## config.mk

```make
export PLATFORM = sky130hd
export DESIGN_NAME = spi_regif
export DESIGN_NICKNAME = d
export VERILOG_FILES = /design/src/rtl/spi_regif_pkg.sv /design/src/rtl/spi_regif_sync_edge.sv /design/src/rtl/spi_regif.sv
export SDC_FILE = /design/constraint.sdc
export NUM_CORES = 1
export LEC_CHECK = 0
export BUFFER_PORTS_ARGS = -buffer_cell sky130_fd_sc_hd__buf_2
export CAP_MARGIN = 20
export CORE_ASPECT_RATIO = 0.6
export CORE_MARGIN = 2
export CORE_UTILIZATION = 60
export DETAILED_ROUTE_END_ITERATION = 8
export GPL_TIMING_DRIVEN = 1
export HOLD_SLACK_MARGIN = 0.02
export PLACE_DENSITY = 0.91
export SLEW_MARGIN = 30
export SYNTH_ARGS = -nofsm -noshare
export SYNTH_HDL_FRONTEND = slang
export SYNTH_SLANG_ARGS = --single-unit
```

## constraint.sdc

```tcl
create_clock -name clk -period 4.05 [get_ports clk]
set_clock_uncertainty 0.05 [all_clocks]
set_input_delay 0.2025 -clock clk [delete_from_list [all_inputs] [get_ports clk]]
set_output_delay 0.2025 -clock clk [all_outputs]
set_load 0.005 [all_outputs]
```

## src/rtl/spi_regif_pkg.sv

```systemverilog
// Shared types and helpers for the spi_regif SPI register interface.
//   cmd_e       : two-bit command class taken from cmd[7:6]
//   state_e     : frame state machine encoding
//   edge_select : maps {CPOL,CPHA} and sclk rise/fall pulses to
//                 {sample pulse, change pulse}
package spi_regif_pkg;

    typedef enum logic [1:0] {
        RD   = 2'b00,
        RSVD = 2'b01,
        WR   = 2'b10,
        FAST = 2'b11
    } cmd_e;

    typedef enum logic [2:0] {
        WAIT_DESEL = 3'd0,
        IDLE       = 3'd1,
        CMD        = 3'd2,
        DATA       = 3'd3,
        DISCARD    = 3'd4
    } state_e;

    // Sample on the rising edge when CPOL==CPHA, otherwise on the falling
    // edge; the change edge is always the other one.
    function automatic logic [1:0] edge_select(input logic [1:0] spi_mode,
                                               input logic       rise,
                                               input logic       fall);
        logic [1:0] sel;
        if (spi_mode[1] == spi_mode[0]) begin
            sel = {rise, fall};
        end else begin
            sel = {fall, rise};
        end
        return sel;
    endfunction

endpackage

```

## src/rtl/spi_regif_sync_edge.sv

```systemverilog
// N-flop synchroniser with registered edge pulses.
//   clk, rst : system clock, synchronous active-high reset
//   din      : asynchronous pin
//   level    : synchronised level, aligned with the rise/fall pulses
//   rise     : 1-cycle pulse after a 0->1 transition of din
//   fall     : 1-cycle pulse after a 1->0 transition of din
// A pin transition shows up on rise/fall three clk cycles later (N=2).
module spi_sync_edge #(
    parameter int N = 2
) (
    input  logic clk,
    input  logic rst,
    input  logic din,
    output logic level,
    output logic rise,
    output logic fall
);

    logic [N-1:0] sync;
    logic         prev;

    // Synchroniser chain plus one delay stage used for edge detection.
    always_ff @(posedge clk) begin
        if (rst) begin
            sync <= '0;
            prev <= 1'b0;
            rise <= 1'b0;
            fall <= 1'b0;
        end else begin
            sync <= {sync[N-2:0], din};
            prev <= sync[N-1];
            rise <= sync[N-1] & ~prev;
            fall <= ~sync[N-1] & prev;
        end
    end

    assign level = prev;

endmodule

```

## src/rtl/spi_regif.sv

```systemverilog
// SPI-slave register interface with CPOL/CPHA selection, one command byte
// and burst register transfers with address auto-increment.
//   clk, rst        : system clock (>=4x sclk), synchronous active-high reset
//   mode            : {CPOL,CPHA}, captured at frame start
//   sclk/mosi/nss   : asynchronous SPI pins, miso : serial output
//   reg_addr        : current register address
//   reg_data_i      : combinational read data for reg_addr
//   reg_rd_stb      : pulse when reg_data_i is captured
//   reg_data_o/_vld : write data and 1-cycle write strobe
//   status          : returned left-justified during the command byte
//   fastcmd/_vld    : fast-command code and 1-cycle pulse
//   frame_err       : pulse when a frame ends mid-byte/mid-word
//   busy            : high while a frame is active
module spi_regif
    import spi_regif_pkg::*;
#(
    parameter int ADDR_W   = 3,
    parameter int REG_W    = 8,
    parameter int STATUS_W = 8
) (
    input  logic                clk,
    input  logic                rst,
    input  logic [1:0]          mode,
    input  logic                sclk,
    input  logic                mosi,
    input  logic                nss,
    output logic                miso,
    output logic [ADDR_W-1:0]   reg_addr,
    input  logic [REG_W-1:0]    reg_data_i,
    output logic                reg_rd_stb,
    output logic [REG_W-1:0]    reg_data_o,
    output logic                reg_data_o_vld,
    input  logic [STATUS_W-1:0] status,
    output logic [5:0]          fastcmd,
    output logic                fastcmd_vld,
    output logic                frame_err,
    output logic                busy
);

    localparam logic [5:0] LAST_BIT = 6'(REG_W - 1);

    logic             sclk_level, sclk_rise, sclk_fall;
    logic             nss_level, nss_rise, nss_fall;
    logic [1:0]       mosi_sync;
    logic [1:0]       edge_s;
    logic             samp_s, chg_s;
    logic [REG_W-1:0] rx_next_s;

    state_e           state;
    cmd_e             cmd_r;
    logic [1:0]       mode_r;
    logic [REG_W-1:0] rx_sr;
    logic [REG_W-1:0] tx_sr;
    logic [5:0]       bit_cnt;
    logic             skip_shift;
    logic             inc_pend;
    logic             ld_pend;

    spi_sync_edge #(.N(2)) u_sclk_sync (
        .clk   (clk),
        .rst   (rst),
        .din   (sclk),
        .level (sclk_level),
        .rise  (sclk_rise),
        .fall  (sclk_fall)
    );

    spi_sync_edge #(.N(2)) u_nss_sync (
        .clk   (clk),
        .rst   (rst),
        .din   (nss),
        .level (nss_level),
        .rise  (nss_rise),
        .fall  (nss_fall)
    );

    // Two-flop synchroniser for mosi; it is stable around the sample edge.
    always_ff @(posedge clk) begin
        if (rst) begin
            mosi_sync <= 2'b00;
        end else begin
            mosi_sync <= {mosi_sync[0], mosi};
        end
    end

    // Sample/change pulse selection and the next receive-shift value.
    always_comb begin
        edge_s    = edge_select(mode_r, sclk_rise, sclk_fall);
        samp_s    = edge_s[1];
        chg_s     = edge_s[0];
        rx_next_s = {rx_sr[REG_W-2:0], mosi_sync[1]};
    end

    // Frame state machine, transmit/receive shifting and register strobes.
    always_ff @(posedge clk) begin
        if (rst) begin
            state          <= WAIT_DESEL;
            cmd_r          <= RD;
            mode_r         <= 2'b00;
            rx_sr          <= '0;
            tx_sr          <= '0;
            bit_cnt        <= 6'd0;
            skip_shift     <= 1'b0;
            inc_pend       <= 1'b0;
            ld_pend        <= 1'b0;
            reg_addr       <= '0;
            reg_rd_stb     <= 1'b0;
            reg_data_o     <= '0;
            reg_data_o_vld <= 1'b0;
            fastcmd        <= 6'd0;
            fastcmd_vld    <= 1'b0;
            frame_err      <= 1'b0;
            busy           <= 1'b0;
        end else begin
            reg_rd_stb     <= 1'b0;
            reg_data_o_vld <= 1'b0;
            fastcmd_vld    <= 1'b0;
            frame_err      <= 1'b0;

            // Change edge: the first change edge after a word load (or the
            // first of a CPHA=1 frame) only presents the already-loaded MSB.
            if (busy && chg_s) begin
                if (skip_shift) begin
                    skip_shift <= 1'b0;
                end else begin
                    tx_sr <= {tx_sr[REG_W-2:0], 1'b0};
                end
            end

            // Read-data capture; wins over a coincident change edge, which
            // is always a skipped one at a word boundary.
            if (ld_pend) begin
                tx_sr      <= reg_data_i;
                reg_rd_stb <= 1'b1;
                ld_pend    <= 1'b0;
            end

            // Address increment one cycle after a word boundary; reads then
            // fetch the following word.
            if (inc_pend) begin
                reg_addr <= reg_addr + ADDR_W'(1);
                inc_pend <= 1'b0;
                if (state == DATA && cmd_r == RD) begin
                    ld_pend <= 1'b1;
                end else begin
                    ld_pend <= 1'b0;
                end
            end

            if (nss_rise) begin
                // Deselect ends the frame from any state; a sample edge in
                // the same cycle is dropped.
                if ((state == CMD || state == DATA || state == DISCARD) &&
                    bit_cnt != 6'd0) begin
                    frame_err <= 1'b1;
                end else begin
                    frame_err <= 1'b0;
                end
                state   <= IDLE;
                busy    <= 1'b0;
                bit_cnt <= 6'd0;
                ld_pend <= 1'b0;
                tx_sr   <= '0;
            end else begin
                case (state)
                    WAIT_DESEL: begin
                        if (nss_level) begin
                            state <= IDLE;
                        end else begin
                            state <= WAIT_DESEL;
                        end
                    end
                    IDLE: begin
                        if (nss_fall) begin
                            state      <= CMD;
                            mode_r     <= mode;
                            tx_sr      <= REG_W'(status) << (REG_W - STATUS_W);
                            bit_cnt    <= 6'd0;
                            busy       <= 1'b1;
                            skip_shift <= mode[0];
                        end else begin
                            state <= IDLE;
                        end
                    end
                    CMD: begin
                        if (samp_s) begin
                            rx_sr <= rx_next_s;
                            if (bit_cnt == 6'd7) begin
                                bit_cnt    <= 6'd0;
                                skip_shift <= 1'b1;
                                cmd_r      <= cmd_e'(rx_next_s[7:6]);
                                case (cmd_e'(rx_next_s[7:6]))
                                    FAST: begin
                                        fastcmd     <= rx_next_s[5:0];
                                        fastcmd_vld <= 1'b1;
                                        tx_sr       <= '0;
                                        state       <= WAIT_DESEL;
                                    end
                                    WR: begin
                                        reg_addr <= rx_next_s[ADDR_W-1:0];
                                        tx_sr    <= '0;
                                        state    <= DATA;
                                    end
                                    RD: begin
                                        reg_addr <= rx_next_s[ADDR_W-1:0];
                                        ld_pend  <= 1'b1;
                                        state    <= DATA;
                                    end
                                    default: begin
                                        tx_sr <= '0;
                                        state <= DISCARD;
                                    end
                                endcase
                            end else begin
                                bit_cnt <= bit_cnt + 6'd1;
                            end
                        end else begin
                            state <= CMD;
                        end
                    end
                    DATA: begin
                        if (samp_s) begin
                            rx_sr <= rx_next_s;
                            if (bit_cnt == LAST_BIT) begin
                                bit_cnt    <= 6'd0;
                                skip_shift <= 1'b1;
                                inc_pend   <= 1'b1;
                                if (cmd_r == WR) begin
                                    reg_data_o     <= rx_next_s;
                                    reg_data_o_vld <= 1'b1;
                                end else begin
                                    reg_data_o_vld <= 1'b0;
                                end
                            end else begin
                                bit_cnt <= bit_cnt + 6'd1;
                            end
                        end else begin
                            state <= DATA;
                        end
                    end
                    DISCARD: begin
                        if (samp_s) begin
                            if (bit_cnt == 6'd7) begin
                                bit_cnt <= 6'd0;
                            end else begin
                                bit_cnt <= bit_cnt + 6'd1;
                            end
                        end else begin
                            state <= DISCARD;
                        end
                    end
                    default: begin
                        state <= WAIT_DESEL;
                    end
                endcase
            end
        end
    end

    assign miso = tx_sr[REG_W-1];

endmodule

```

==> results.sh <==
export IMPL_switchingPower_mw=0.292
export IMPL_cpMostUsedCell="o21ai_0"
export IMPL_synth_edf_count=0
export IMPL_dieArea_um2=5210
export IMPL_cts_tree="done"
export IMPL_cts_buffers_inserted=9
export IMPL_drt_iter0_drc=233
export IMPL_critical_path_arrival_ns=2.54
export IMPL_fin_cells=410
export IMPL_synth_area_leader_cell="dfxtp_1"
export IMPL_dr_pass1_iters=4
export IMPL_post_route_period_util=0.571
export IMPL_grt_usage=0.265
export IMPL_setup_tns_ns=0
export IMPL_synthCells=293
export IMPL_intPower_mw=1.03
export IMPL_antenna_found_initial=0
export IMPL_worst_path_stages=5
export IMPL_core_area_um2=4520
export IMPL_totalWireLength_um=6430
export IMPL_required_ns=4.28
export IMPL_synth_top_area_share=0.468
export IMPL_status="complete, no violations"
export IMPL_grt_pass1_wl_um=10600
export IMPL_wl_per_cell_um=15.7
export IMPL_slew_viol_final=0
export IMPL_critical_path_max_stage_delay_ns=0.62
export IMPL_cp_max_fo=15
export IMPL_via_per_inst=5.57
export IMPL_cpMaxStageDelayCell="dfxtp_1"
export IMPL_grt_max_degree=47
export IMPL_drc_errors=0
export IMPL_worst_slack_ns=1.74
export IMPL_placed_cell_area_um2=3030
export IMPL_cp_end_kind="flop"
export IMPL_drive_above_1_share=0.219
export IMPL_root_buffer="clkbuf_8"
export IMPL_hold_depth=2
export IMPL_cp_top_family="simple AND/OR/NAND/NOR gates"
export IMPL_grt_pass1_vias=2259
export IMPL_clk_latency_ns=0.35
export IMPL_p_clk_frac=0.473
export IMPL_seq_power_share=0.493
export IMPL_place_hpwl_um=4040
export IMPL_start_kind="flop"
export IMPL_dp_cells=386
export IMPL_netlist_area_um2=2780
export IMPL_gp_congestion=0.923
export IMPL_slew_headroom=0.460
export IMPL_max_cap_violations=0
export IMPL_design_area_um2=3340
export IMPL_io_pins=46
export IMPL_p_leak_nw=1.27
export IMPL_min_delay_start="mosi"
export IMPL_ant_nets=0
export IMPL_cts_htree_levels=3
export IMPL_clk_pin_slew_ns=0.07
export IMPL_diodes=0
export IMPL_min_period_ns=2.31
export IMPL_tightest_slew_ns=0.794
export IMPL_start_util=0.615
export IMPL_setup_violations=0
export IMPL_fmax_ghz=0.433
export IMPL_ys_ff_latch=65
export IMPL_clock_path_buffers=2
export IMPL_path_class="flop to flop"
export IMPL_startpoint="state[2]$_SDFFE_PP0P_"
export IMPL_synth_area_leaders="dfxtp_1 47%, mux2i_1 12%, nor2_1 5.1%"
export IMPL_avgSynthCellArea_um2=9.48
export IMPL_finalHoldViolCount=0
export IMPL_power_density_nw_per_um2=396
export IMPL_io_buffers=45
export IMPL_finish_utilization=0.739
export IMPL_ys_warn_count=0
export IMPL_path_cells="or3b_1 -> o21ai_0 -> o21ai_0 -> or4_1 -> a21oi_1"
export IMPL_ir_worst_vdd_mv=0.304
export IMPL_synth_nets=319
export IMPL_die_height_um=56.7
export IMPL_clock_sinks=65
export IMPL_final_cell_mix="65 x dfxtp_1, 45 x buf_2, 38 x nor2_1, 32 x mux2i_1, 20 x nand2_1"
export IMPL_synthFlopType="dfxtp_1"
export IMPL_ys_seq_area_frac=0.468
export IMPL_rsz0062_at_grt="no"
export IMPL_gr_total_overflow=0
export IMPL_synth_cell_types=41
export IMPL_min_path_type="primary input to flop"
export IMPL_pre_cts_slack_ns=1.80
export IMPL_vias=2284
export IMPL_fin_nets=368
export IMPL_final_common_cell="dfxtp_1"
export IMPL_combinationalPowerShare=0.034
export IMPL_area_delta_synth_final_pct=20.2
export IMPL_worstRegToRegCells=5
export IMPL_async_flop_share=0
export IMPL_rows=19
export IMPL_reg2reg_from="state[2]$_SDFFE_PP0P_"
export IMPL_cp_buffers_inverters=0
export IMPL_die_w_um=91.9
export IMPL_sw_frac_of_total=0.221
-- Yosys cell counts (8+ instances only) --
library cell  instances
mux2_2                9
nor2_1               38
a21oi_1              15
mux2i_1              32
dfxtp_1              65
nor2b_1              14
o21ai_0              14
nand3_1               8
nand2_1              20
clkbuf_1              9
-- logic make-up after synthesis --
kind of cell,synth area share
buffers and inverters,0.0293
muxes,0.157
xor gates and xnor gates,0.0216
AOI/OAI and AO/OA,0.103
DFF,0.468
adders and majority gates,0.0135
and+or+nand+nor,0.208
-- sequential cells by signal (all words and copies together), names as in the netlist, 3 cells and up --
signal and flops:
reg_addr 3, state 3, bit_cnt 6, tx_sr 8
reg_data_o 8, rx_sr 7, fastcmd 6
-- final cells by class --
type / instances / area, µm²
clock buffer: 10 / 138
multi-input combinational: 209 / 1410
inverter: 4 / 15.0
sequential: 65 / 1300
timing repair buffer: 53 / 305
fill: 316 / 1180
tap: 63 / 78.8
clock inverter: 6 / 90.1
-- metal layers --
layer	up-vias	GRT usage	part of all wire
met2	100	0.404	0.46
li1	1124	-	-
met4	0	0.130	0.019
met3	14	0.0819	0.072
met5	-	0	0
met1	1046	0.344	0.45
-- worst register-to-register path, stage by stage (launching register included) --
cell and delay, ns:
dfxtp_1 0.62, or3b_1 0.45, o21ai_0 0.14, o21ai_0 0.29, or4_1 0.53, a21oi_1 0.15
-- power by group through the flow --
stage                     Combinational, mW  Clock (mW)  Sequential, mW
after floorplan                      0.0247           0           0.662
after global placement               0.0355           0           0.665
after detailed placement             0.0367           0           0.665
after CTS                            0.0437       0.628           0.651
after global routing                 0.0490       0.657           0.652
final                                0.0451       0.625           0.652
-- repair_timing --
| action | 4_1_cts | 5_1_grt |
|---|---|---|
| setup endpoints to repair | 0 | 0 |
| endpoints found under the hold margin | 8 | 0 |
| setup buffers | 0 | 0 |
| gates resized for setup | 0 | 0 |
| hold buffers | 8 | 0 |
-- per-stage QoR --
| step | hold slack, ns | power [mW] |
|---|---|---|
| after floorplan | 0.261 | 0.687 |
| after global placement | 0.340 | 0.700 |
| after detailed placement | 0.348 | 0.702 |
| after CTS | 0.0206 | 1.32 |
| after global routing | 0.0215 | 1.36 |
| final | 0.0236 | 1.32 |
-- final timing paths --
path,endpoint,slack (ns)
hold reg to reg,u_sclk_sync.rise$_SDFF_PP0_,0.36
hold / removal,mosi_sync[0]$_SDFF_PP0_,0.02
setup reg to reg,bit_cnt[5]$_SDFFE_PP0P_,1.74
setup / recovery,bit_cnt[5]$_SDFFE_PP0P_,1.74
(Power assumes the default switching activity.)
